==> src/rtl/loader_pkg.sv <==
// Shared types for the program loader: FSM state encoding and the default frame sync marker.
package loader_pkg;

  typedef enum logic [2:0] {
    S_IDLE,
    S_LEN,
    S_DATA,
    S_CHECK,
    S_DONE,
    S_ERR
  } state_t;

  localparam logic [7:0] DEF_SYNC_BYTE = 8'hA5;

endpackage

==> src/rtl/loader_word_packer.sv <==
// Big-endian byte-to-word packer: shifts bytes in MSB-first and emits a one-cycle word_valid
// with the completed word, which is then held until the next word completes.
module loader_word_packer #(
  parameter int DATA_W = 32
) (
  input  logic              clk_in,
  input  logic              clr,
  input  logic              i_clear,
  input  logic              i_shift,
  input  logic [7:0]        i_byte,
  output logic              o_last_byte,
  output logic              o_word_valid,
  output logic [DATA_W-1:0] o_word
);

  localparam int BYTES  = DATA_W / 8;
  localparam int BCNT_W = (BYTES > 1) ? $clog2(BYTES) : 1;

  logic [DATA_W-1:0] r_shift;
  logic [DATA_W-1:0] r_word;
  logic [BCNT_W-1:0] r_cnt;
  logic              r_valid;
  logic [DATA_W-1:0] w_next;

  assign w_next       = (r_shift << 8) | DATA_W'(i_byte);
  assign o_last_byte  = (r_cnt == BCNT_W'(BYTES - 1));
  assign o_word_valid = r_valid;
  assign o_word       = r_word;

  always_ff @(posedge clk_in or posedge clr) begin
    if (clr) begin
      r_shift <= '0;
      r_word  <= '0;
      r_cnt   <= '0;
      r_valid <= 1'b0;
    end else begin
      r_valid <= 1'b0;
      if (i_clear) begin
        r_shift <= '0;
        r_cnt   <= '0;
      end else if (i_shift) begin
        r_shift <= w_next;
        if (o_last_byte) begin
          r_cnt   <= '0;
          r_word  <= w_next;
          r_valid <= 1'b1;
        end else begin
          r_cnt <= r_cnt + BCNT_W'(1);
        end
      end
    end
  end

endmodule

==> src/rtl/program_loader.sv <==
// Framed byte-stream program loader: SYNC, LEN, data words, optional XOR checksum
// (enabled by defining LOADER_CHECKSUM_EN). Holds the CPU in reset while loading.
module program_loader
  import loader_pkg::*;
#(
  parameter int         ADDR_W         = 8,
  parameter int         DATA_W         = 32,
  parameter logic [7:0] SYNC_BYTE      = DEF_SYNC_BYTE,
  parameter int         TIMEOUT_CYCLES = 1_000_000
) (
  input  logic              clk_in,
  input  logic              clr,
  input  logic [7:0]        byte_data,
  input  logic              byte_valid,
  output logic              byte_ready,
  output logic              prog_write,
  output logic [ADDR_W-1:0] prog_addr,
  output logic [DATA_W-1:0] prog_data,
  output logic              cpu_hold,
  output logic              busy,
  output logic              load_done,
  output logic              load_err
);

  localparam int TMO_W = (TIMEOUT_CYCLES > 1) ? $clog2(TIMEOUT_CYCLES + 1) : 1;
  localparam int CNT_W = ((ADDR_W > 8) ? ADDR_W : 8) + 1;

  state_t            r_state;
  logic              r_byte_ready, r_busy, r_cpu_hold, r_load_done, r_load_err, r_last;
  logic [ADDR_W-1:0] r_index, r_prog_addr;
  logic [CNT_W-1:0]  r_words_left;
  logic [TMO_W-1:0]  r_tmo;
  logic [7:0]        r_chk;
  logic              w_accept, w_start, w_shift, w_in_frame, w_timeout, w_word_done;
  logic              w_last_byte, w_word_valid;
  logic [DATA_W-1:0] w_word;

  assign w_accept    = byte_valid & r_byte_ready;
  assign w_start     = (r_state == S_IDLE) && w_accept && (byte_data == SYNC_BYTE);
  assign w_shift     = (r_state == S_DATA) && !r_last && w_accept;
  assign w_word_done = w_shift & w_last_byte;
  assign w_in_frame  = (r_state == S_LEN) || (r_state == S_CHECK) ||
                       ((r_state == S_DATA) && !r_last);
  assign w_timeout   = (TIMEOUT_CYCLES != 0) && w_in_frame && !w_accept &&
                       (32'(r_tmo) == TIMEOUT_CYCLES - 1);

  loader_word_packer #(.DATA_W(DATA_W)) u_packer (
    .clk_in      (clk_in),
    .clr         (clr),
    .i_clear     (w_start),
    .i_shift     (w_shift),
    .i_byte      (byte_data),
    .o_last_byte (w_last_byte),
    .o_word_valid(w_word_valid),
    .o_word      (w_word)
  );

  assign byte_ready = r_byte_ready;
  assign prog_write = w_word_valid;
  assign prog_data  = w_word;
  assign prog_addr  = r_prog_addr;
  assign cpu_hold   = r_cpu_hold;
  assign busy       = r_busy;
  assign load_done  = r_load_done;
  assign load_err   = r_load_err;

  // Idle-gap counter between bytes; only meaningful inside a frame.
  always_ff @(posedge clk_in or posedge clr) begin
    if (clr)           r_tmo <= '0;
    else if (w_accept) r_tmo <= '0;
    else if (w_in_frame) r_tmo <= r_tmo + TMO_W'(1);
  end

  always_ff @(posedge clk_in or posedge clr) begin
    if (clr) begin
      r_state      <= S_IDLE;
      r_byte_ready <= 1'b1;
      r_busy       <= 1'b0;
      r_cpu_hold   <= 1'b0;
      r_load_done  <= 1'b0;
      r_load_err   <= 1'b0;
      r_last       <= 1'b0;
      r_index      <= '0;
      r_prog_addr  <= '0;
      r_words_left <= '0;
      r_chk        <= '0;
    end else begin
      r_load_done <= 1'b0;
      r_load_err  <= 1'b0;
      if (w_word_done) begin
        r_prog_addr  <= r_index;
        r_index      <= r_index + ADDR_W'(1);
        r_words_left <= r_words_left - CNT_W'(1);
      end
      if (w_shift) r_chk <= r_chk ^ byte_data;
      case (r_state)
        S_IDLE: if (w_start) begin
          r_state    <= S_LEN;
          r_busy     <= 1'b1;
          r_cpu_hold <= 1'b1;
        end
        S_LEN: if (w_timeout) begin
          r_state      <= S_ERR;
          r_byte_ready <= 1'b0;
          r_load_err   <= 1'b1;
        end else if (w_accept) begin
          r_words_left <= (byte_data == 8'h00) ? (CNT_W'(1) << ADDR_W) : CNT_W'(byte_data);
          r_index      <= '0;
          r_chk        <= byte_data;
          r_last       <= 1'b0;
          r_state      <= S_DATA;
        end
        S_DATA: if (r_last) begin
          // Final write strobe is on the bus this cycle; the frame is complete.
          r_last       <= 1'b0;
          r_state      <= S_DONE;
          r_byte_ready <= 1'b0;
          r_load_done  <= 1'b1;
          r_cpu_hold   <= 1'b0;
        end else if (w_timeout) begin
          r_state      <= S_ERR;
          r_byte_ready <= 1'b0;
          r_load_err   <= 1'b1;
        end else if (w_word_done && r_words_left == CNT_W'(1)) begin
`ifdef LOADER_CHECKSUM_EN
          r_state <= S_CHECK;
`else
          r_last  <= 1'b1;
`endif
        end
        S_CHECK: if (w_timeout || (w_accept && byte_data != r_chk)) begin
          r_state      <= S_ERR;
          r_byte_ready <= 1'b0;
          r_load_err   <= 1'b1;
        end else if (w_accept) begin
          r_state      <= S_DONE;
          r_byte_ready <= 1'b0;
          r_load_done  <= 1'b1;
          r_cpu_hold   <= 1'b0;
        end
        default: begin
          r_state      <= S_IDLE;
          r_byte_ready <= 1'b1;
          r_busy       <= 1'b0;
        end
      endcase
    end
  end

endmodule

==> config.mk <==
export PLATFORM = sky130hd
export DESIGN_NAME = program_loader
export DESIGN_NICKNAME = d
export VERILOG_FILES = /design/src/rtl/loader_pkg.sv /design/src/rtl/loader_word_packer.sv /design/src/rtl/program_loader.sv
export SDC_FILE = /design/constraint.sdc
export NUM_CORES = 1
export LEC_CHECK = 0
export BUFFER_PORTS_ARGS = -buffer_cell sky130_fd_sc_hd__buf_2
export CAP_MARGIN = 20
export CORE_ASPECT_RATIO = 0.5
export CORE_MARGIN = 3
export CORE_UTILIZATION = 60
export DETAILED_ROUTE_END_ITERATION = 10
export PLACE_DENSITY_LB_ADDON = 0.1
export SETUP_SLACK_MARGIN = 0.05
export SLEW_MARGIN = 5
export SYNTH_ARGS = -nofsm -noshare
export SYNTH_HDL_FRONTEND = slang
export SYNTH_SLANG_ARGS = --single-unit
==> constraint.sdc <==
create_clock -name clk_in -period 7.4 [get_ports clk_in]
set_clock_uncertainty 0.05 [all_clocks]
set_input_delay 1.48 -clock clk_in [delete_from_list [all_inputs] [get_ports clk_in]]
set_output_delay 1.48 -clock clk_in [all_outputs]
set_load 0.005 [all_outputs]
Word level (Yosys, flattened, before mapping)

Cells that the tools add are included.
W data, S select, Z words.

Input port bits: 11
Logic and storage cells: 124
Register bits after elaboration: 121

Add/sub/neg operators: 4
Multiplexer cells: 54
Eq/ne operators: 17
Bitwise operators: 7
Reductions and logical operators: 26

Operator list:

| kind                    | number |
|---|---|
| $mux W8                 | 8 |
| $mux W24                | 2 |
| $mux W9                 | 5 |
| $mux W20                | 2 |
| $or A32 B8 Y32          | 1 |
| $mux W3                 | 7 |
| $add A20 B1 Y20 const B | 1 |
| $eq A20 B20 Y1 const B  | 1 |
| $mux W1                 | 20 |
| $pmux W3 S4             | 1 |
| $ne A2 B2 Y1 const B    | 5 |
| $eq A9 B1 Y1 const B    | 1 |
| $sub A9 B1 Y9 const B   | 1 |
| $add A8 B1 Y8 const B   | 1 |
| $eq A8 B8 Y1 const B    | 1 |
| $logic_and A1 B1 Y1     | 8 |
| $logic_not A8 Y1        | 1 |
| $ne A8 B8 Y1            | 1 |
| $xor A8 B8 Y8           | 1 |
| $eq A3 B2 Y1 const B    | 2 |
| $mux W2                 | 3 |
| $ne A3 B3 Y1 const B    | 2 |
| $pmux W1 S2             | 3 |
| $pmux W1 S3             | 2 |
| other kinds (18)        | 28 |

Logic depth before layout (Yosys ltp)

Depth after elaboration: 9
Gate-level depth with buffers: 8

By module

Synthesis repeated with hierarchy kept, for this count alone.

Cells, all modules: 501
Area total of the unflattened synthesis: 5607.9 µm²

Modules (own cells, without submodules):

| module             | cells an instance | sequential area each (µm²) | times used | area an instance (µm²) |
|---|---|---|---|---|
| program_loader     | 345               | 1552.7                     | 1          | 3190.6 |
| loader_word_packer | 156               | 1476.4                     | 1          | 2417.3 |

Worst setup path after synthesis

OpenSTA, ideal clock, no wires.

Path kind: input to register
Start point: input port byte_data[1]
End point: register u_packer.r_cnt[1]
Stages on the path: 7
Arrival: 2.640 ns
Path buffers: 2
Slack: 4.583 ns
Required time: 7.223 ns
Setup time: 0.127 ns
Cells stage by stage: clkbuf_1 -> nor4_1 -> and3_1 -> nand2_1 -> nor2_1 -> buf_2 -> o21ai_0

Longest elaborated chain between the ends: 3

RTL lines:

| element                                       | line                     | RTL |
|---|---|---|
| from (decl)                                   | program_loader.sv:13     | `input logic [7:0] byte_data,` |
| $eq A8 B8 Y1 (*)                              | program_loader.sv:39     | `assign w_start = (r_state == S_IDLE) && w_accept && (byte_data == SYNC_BYTE);` |
| $logic_and A1 B1 Y1 (*)                       | program_loader.sv:39     |  |
| $mux W2 or $reduce_bool A2 Y1 (tied branches) | --                       |  |
| to (signal assigned)                          | loader_word_packer.sv:48 | `r_cnt <= r_cnt + BCNT_W'(1);` |
| to (decl)                                     | loader_word_packer.sv:21 | `logic [BCNT_W-1:0] r_cnt;` |

Mark *: on every way between the ends. The rest lies on a longest branch, timed or not.
A chain may end at the register's enable or synchronous reset.

Worst setup path in the final report

Start point: input port byte_valid
End point: register r_last

Longest elaborated chain between the ends: 8

RTL lines:

| element              | line                  | RTL |
|---|---|---|
| from (decl)          | program_loader.sv:14  | `input logic byte_valid,` |
| $and A1 B1 Y1 (*)    | program_loader.sv:38  | `assign w_accept = byte_valid & r_byte_ready;` |
| $logic_and A1 B1 Y1  | program_loader.sv:40  | `assign w_shift = (r_state == S_DATA) && !r_last && w_accept;` |
| $and A1 B1 Y1        | program_loader.sv:41  | `assign w_word_done = w_shift & w_last_byte;` |
| $logic_and A1 B1 Y1  | program_loader.sv:124 | `end else if (w_word_done && r_words_left == CNT_W'(1)) begin` |
| $mux W1              | program_loader.sv:124 |  |
| $mux W1              | program_loader.sv:120 | `end else if (w_timeout) begin` |
| $mux W1              | program_loader.sv:113 | `S_DATA: if (r_last) begin` |
| $pmux W1 S2          | program_loader.sv:96  | `case (r_state)` |
| to (signal assigned) | program_loader.sv:110 | `r_last <= 1'b0;` |
| to (signal assigned) | program_loader.sv:115 | `r_last <= 1'b0;` |
| to (signal assigned) | program_loader.sv:128 | `r_last <= 1'b1;` |
| to (decl)            | program_loader.sv:29  | `logic r_byte_ready, r_busy, r_cpu_hold, r_load_done, r_load_err, r_last;` |

Marked as above.

==> run metrics <==
P_sw=0.000704 W; die area=10400 µm²; Post-synth ARST share=1.00; worst skew pair latency=0.41 ns; Hold Path Class=flip-flop to flip-flop; I/O pin total=57; Max Clk Rate=285 MHz; commonest non-fill, non-tap cells in the layout=nand2_1 (183), dfrtp_1 (120), buf_2 (56); core footprint=8430 µm²; Netlist cell types=52; number of nets with antenna violations after routing=0; RSZ-0062 raised after global routing=no; GRT Util Overall=0.251; DRT Wirelength=12000 µm; synthesized net count=602; vias per std cell=5.64; register area share after synthesis=0.551; Synth area leader=dfrtp_1; combinational power share=0.192; synthesis warning total=0; drt initial violations=327; # rows=23; Worst-Margin Slew=0.976 ns; reg2reg path depth=5; first-pass GRT wire length=20700 µm; initial antenna violation count=0; DRC=0; R2R setup slack=4.35 ns; Worst setup EP type=flip-flop; DIE WIDTH=141 µm; status=complete, no violations; post-DP HPWL=7440 µm; WP data arrival=3.77 ns; Clock power frac=0.365; Worst slew margin=0.349; CTS H-tree depth=4; Startpoint Class=input port; commonest non-fill, non-tap cell in the layout=nand2_1; vias in the first global route=4285; top post-synthesis cells by area=dfrtp_1 (55%), nand2_1 (12%), a21oi_1 (3.4%), xor2_1 (3.3%), nor2_1 (2.7%); IO buf count=56; max cap viols=0; TNS Setup=0 ns; vias post-DR=4255; Die Y=73.7 µm; P&R area growth vs syn=16.2%; synthesized instance count=586; share of layout cells above drive strength 1=0.163; Overflow after GRT=0; Setup-failing EPs final=0; fin crit share=0.475; cts hold-fix bufs=0; Starting Density=0.652; worst endpoint required time=7.66 ns; synthesized flop and latch total=121; setup bufs post-CTS=0; total clock sinks=121; peak fanout along the critical path=54; Yosys top cell area share=0.546; Post-Syn Area=5500 µm²; Crit Path Class=input port to flip-flop; ant diodes=0; Max IR drop VDD=0.000220 V; Seq pwr share=0.443; cell internal pwr=0.00152 W; Reg clk slew, reported paths=0.06 ns; Synth Flop Type=dfrtp_1; post_cts resized=0; PD cells=348 nW/µm²; final std cells w/o fill=755; wire length per cell=15.9 µm; Post-synth EDFFs=0; Design Power=0.00223 W; largest net degree at the start of global routing=80; cell count of the worst hold path=2; DP Cell Count=724; final hold vios=0; Max Transition Viols Final=0; min cycle time layout=3.51 ns; TritonCTS Buffers=17; Clock Path Buffers=2; switching portion of total power=0.316; FILL cells=582; CTS tree=done; GPL Wtd Cong=0.793; Pre-antenna DRT Iters=4; Root Buffer=clkbuf_16; nets=647; syn_area_per_cell=9.38 µm²; Lkg Pwr=3.19 nW
## registers in the layout (all words and copies together) (netlist names), named ones only
signal / count
load_done: 1
u_packer.o_word: 32
r_state: 3
busy: 1
u_packer.r_cnt: 2
r_index: 8
r_words_left: 9
byte_ready: 1
r_last: 1
u_packer.o_word_valid: 1
cpu_hold: 1
r_tmo: 20
u_packer.r_shift: 24
load_err: 1
prog_addr: 8
## logic make-up after synthesis
kind of cell	after synthesis	synth area share
AOI/OAI and AO/OA	87	0.102
xor gates and xnor gates	36	0.0573
adders and majority gates	5	0.0114
buffers and inverters	44	0.0339
DFF	121	0.551
muxes	1	0.00182
and+or+nand+nor	292	0.243
## through the flow
step                      hold WS, ns  worst slack (ns)  area [µm²]   util
after floorplan                 0.389              2.66        5500      -
after global placement          0.406              3.64        5810  0.689
after detailed placement        0.407              3.47        5810  0.689
after CTS                       0.422              3.91        6390  0.758
after global routing            0.440              3.68        6390  0.758
final                           0.415              3.89        6390  0.758
## layer usage
layer	up-vias	global-route usage	part of all wire
li1	2067	-	-
met1	2052	0.339	0.46
met2	123	0.403	0.47
met3	13	0.0572	0.055
met4	0	0.0957	0.011
met5	-	0	0
## synthesized netlist by cell type, drive strengths merged (2+ instances only)
cell type / n
dfrtp: 120
and3b: 2
nor4: 9
nor3: 12
and4: 3
buf: 15
ha: 5
a21oi: 37
and3: 6
a22o: 7
clkbuf: 18
o21ai: 23
nor2b: 2
xor2: 21
nor2: 39
nand2: 183
nand4: 10
a22oi: 2
and2: 3
nand3: 11
xnor2: 15
or3: 5
inv: 11
a311oi: 8
## power groups by stage
stage	sequential [W]	combinational (W)	clock [W]
6_report	0.000987	0.000428	0.000812
5_1_grt	0.00101	0.000495	0.000850
4_1_cts	0.000983	0.000432	0.000820
3_5_place_dp	0.000990	0.000426	0
3_3_place_gp	0.000984	0.000407	0
2_1_floorplan	0.000948	0.000326	0
## critical path, stage by stage
cell     delay [ns]
buf_2          0.11
and3b_1        0.22
nand3_4        0.51
inv_2          0.90
nand3_1        0.24
o41ai_2        0.27
## path summary, 6_finish.rpt
| kind | start | to |
|---|---|---|
| setup / recovery | byte_valid | r_last |
| hold / removal | u_packer.o_word[24] | u_packer.o_word[24] |
| setup reg to reg | r_state[0] | r_last |
| hold reg to reg | u_packer.o_word[24] | u_packer.o_word[24] |
| max in group asynchronous | clr | u_packer.r_shift[11] |
| min in group asynchronous | clr | r_words_left[4] |
## area by class of cell
cell class | instances | area (µm²) | area share
Clock buffer | 18 | 439 | 0.0687
Clock inverter | 13 | 146 | 0.0229
Inverter | 11 | 43.8 | 0.00685
Multi-Input combinational cell | 421 | 2290 | 0.358
Sequential cell | 121 | 3030 | 0.474
Tap cell | 112 | 140 | 0.0219
Timing Repair Buffer | 59 | 303 | 0.0474
No activity file was read; power rests on OpenSTA's default activity.
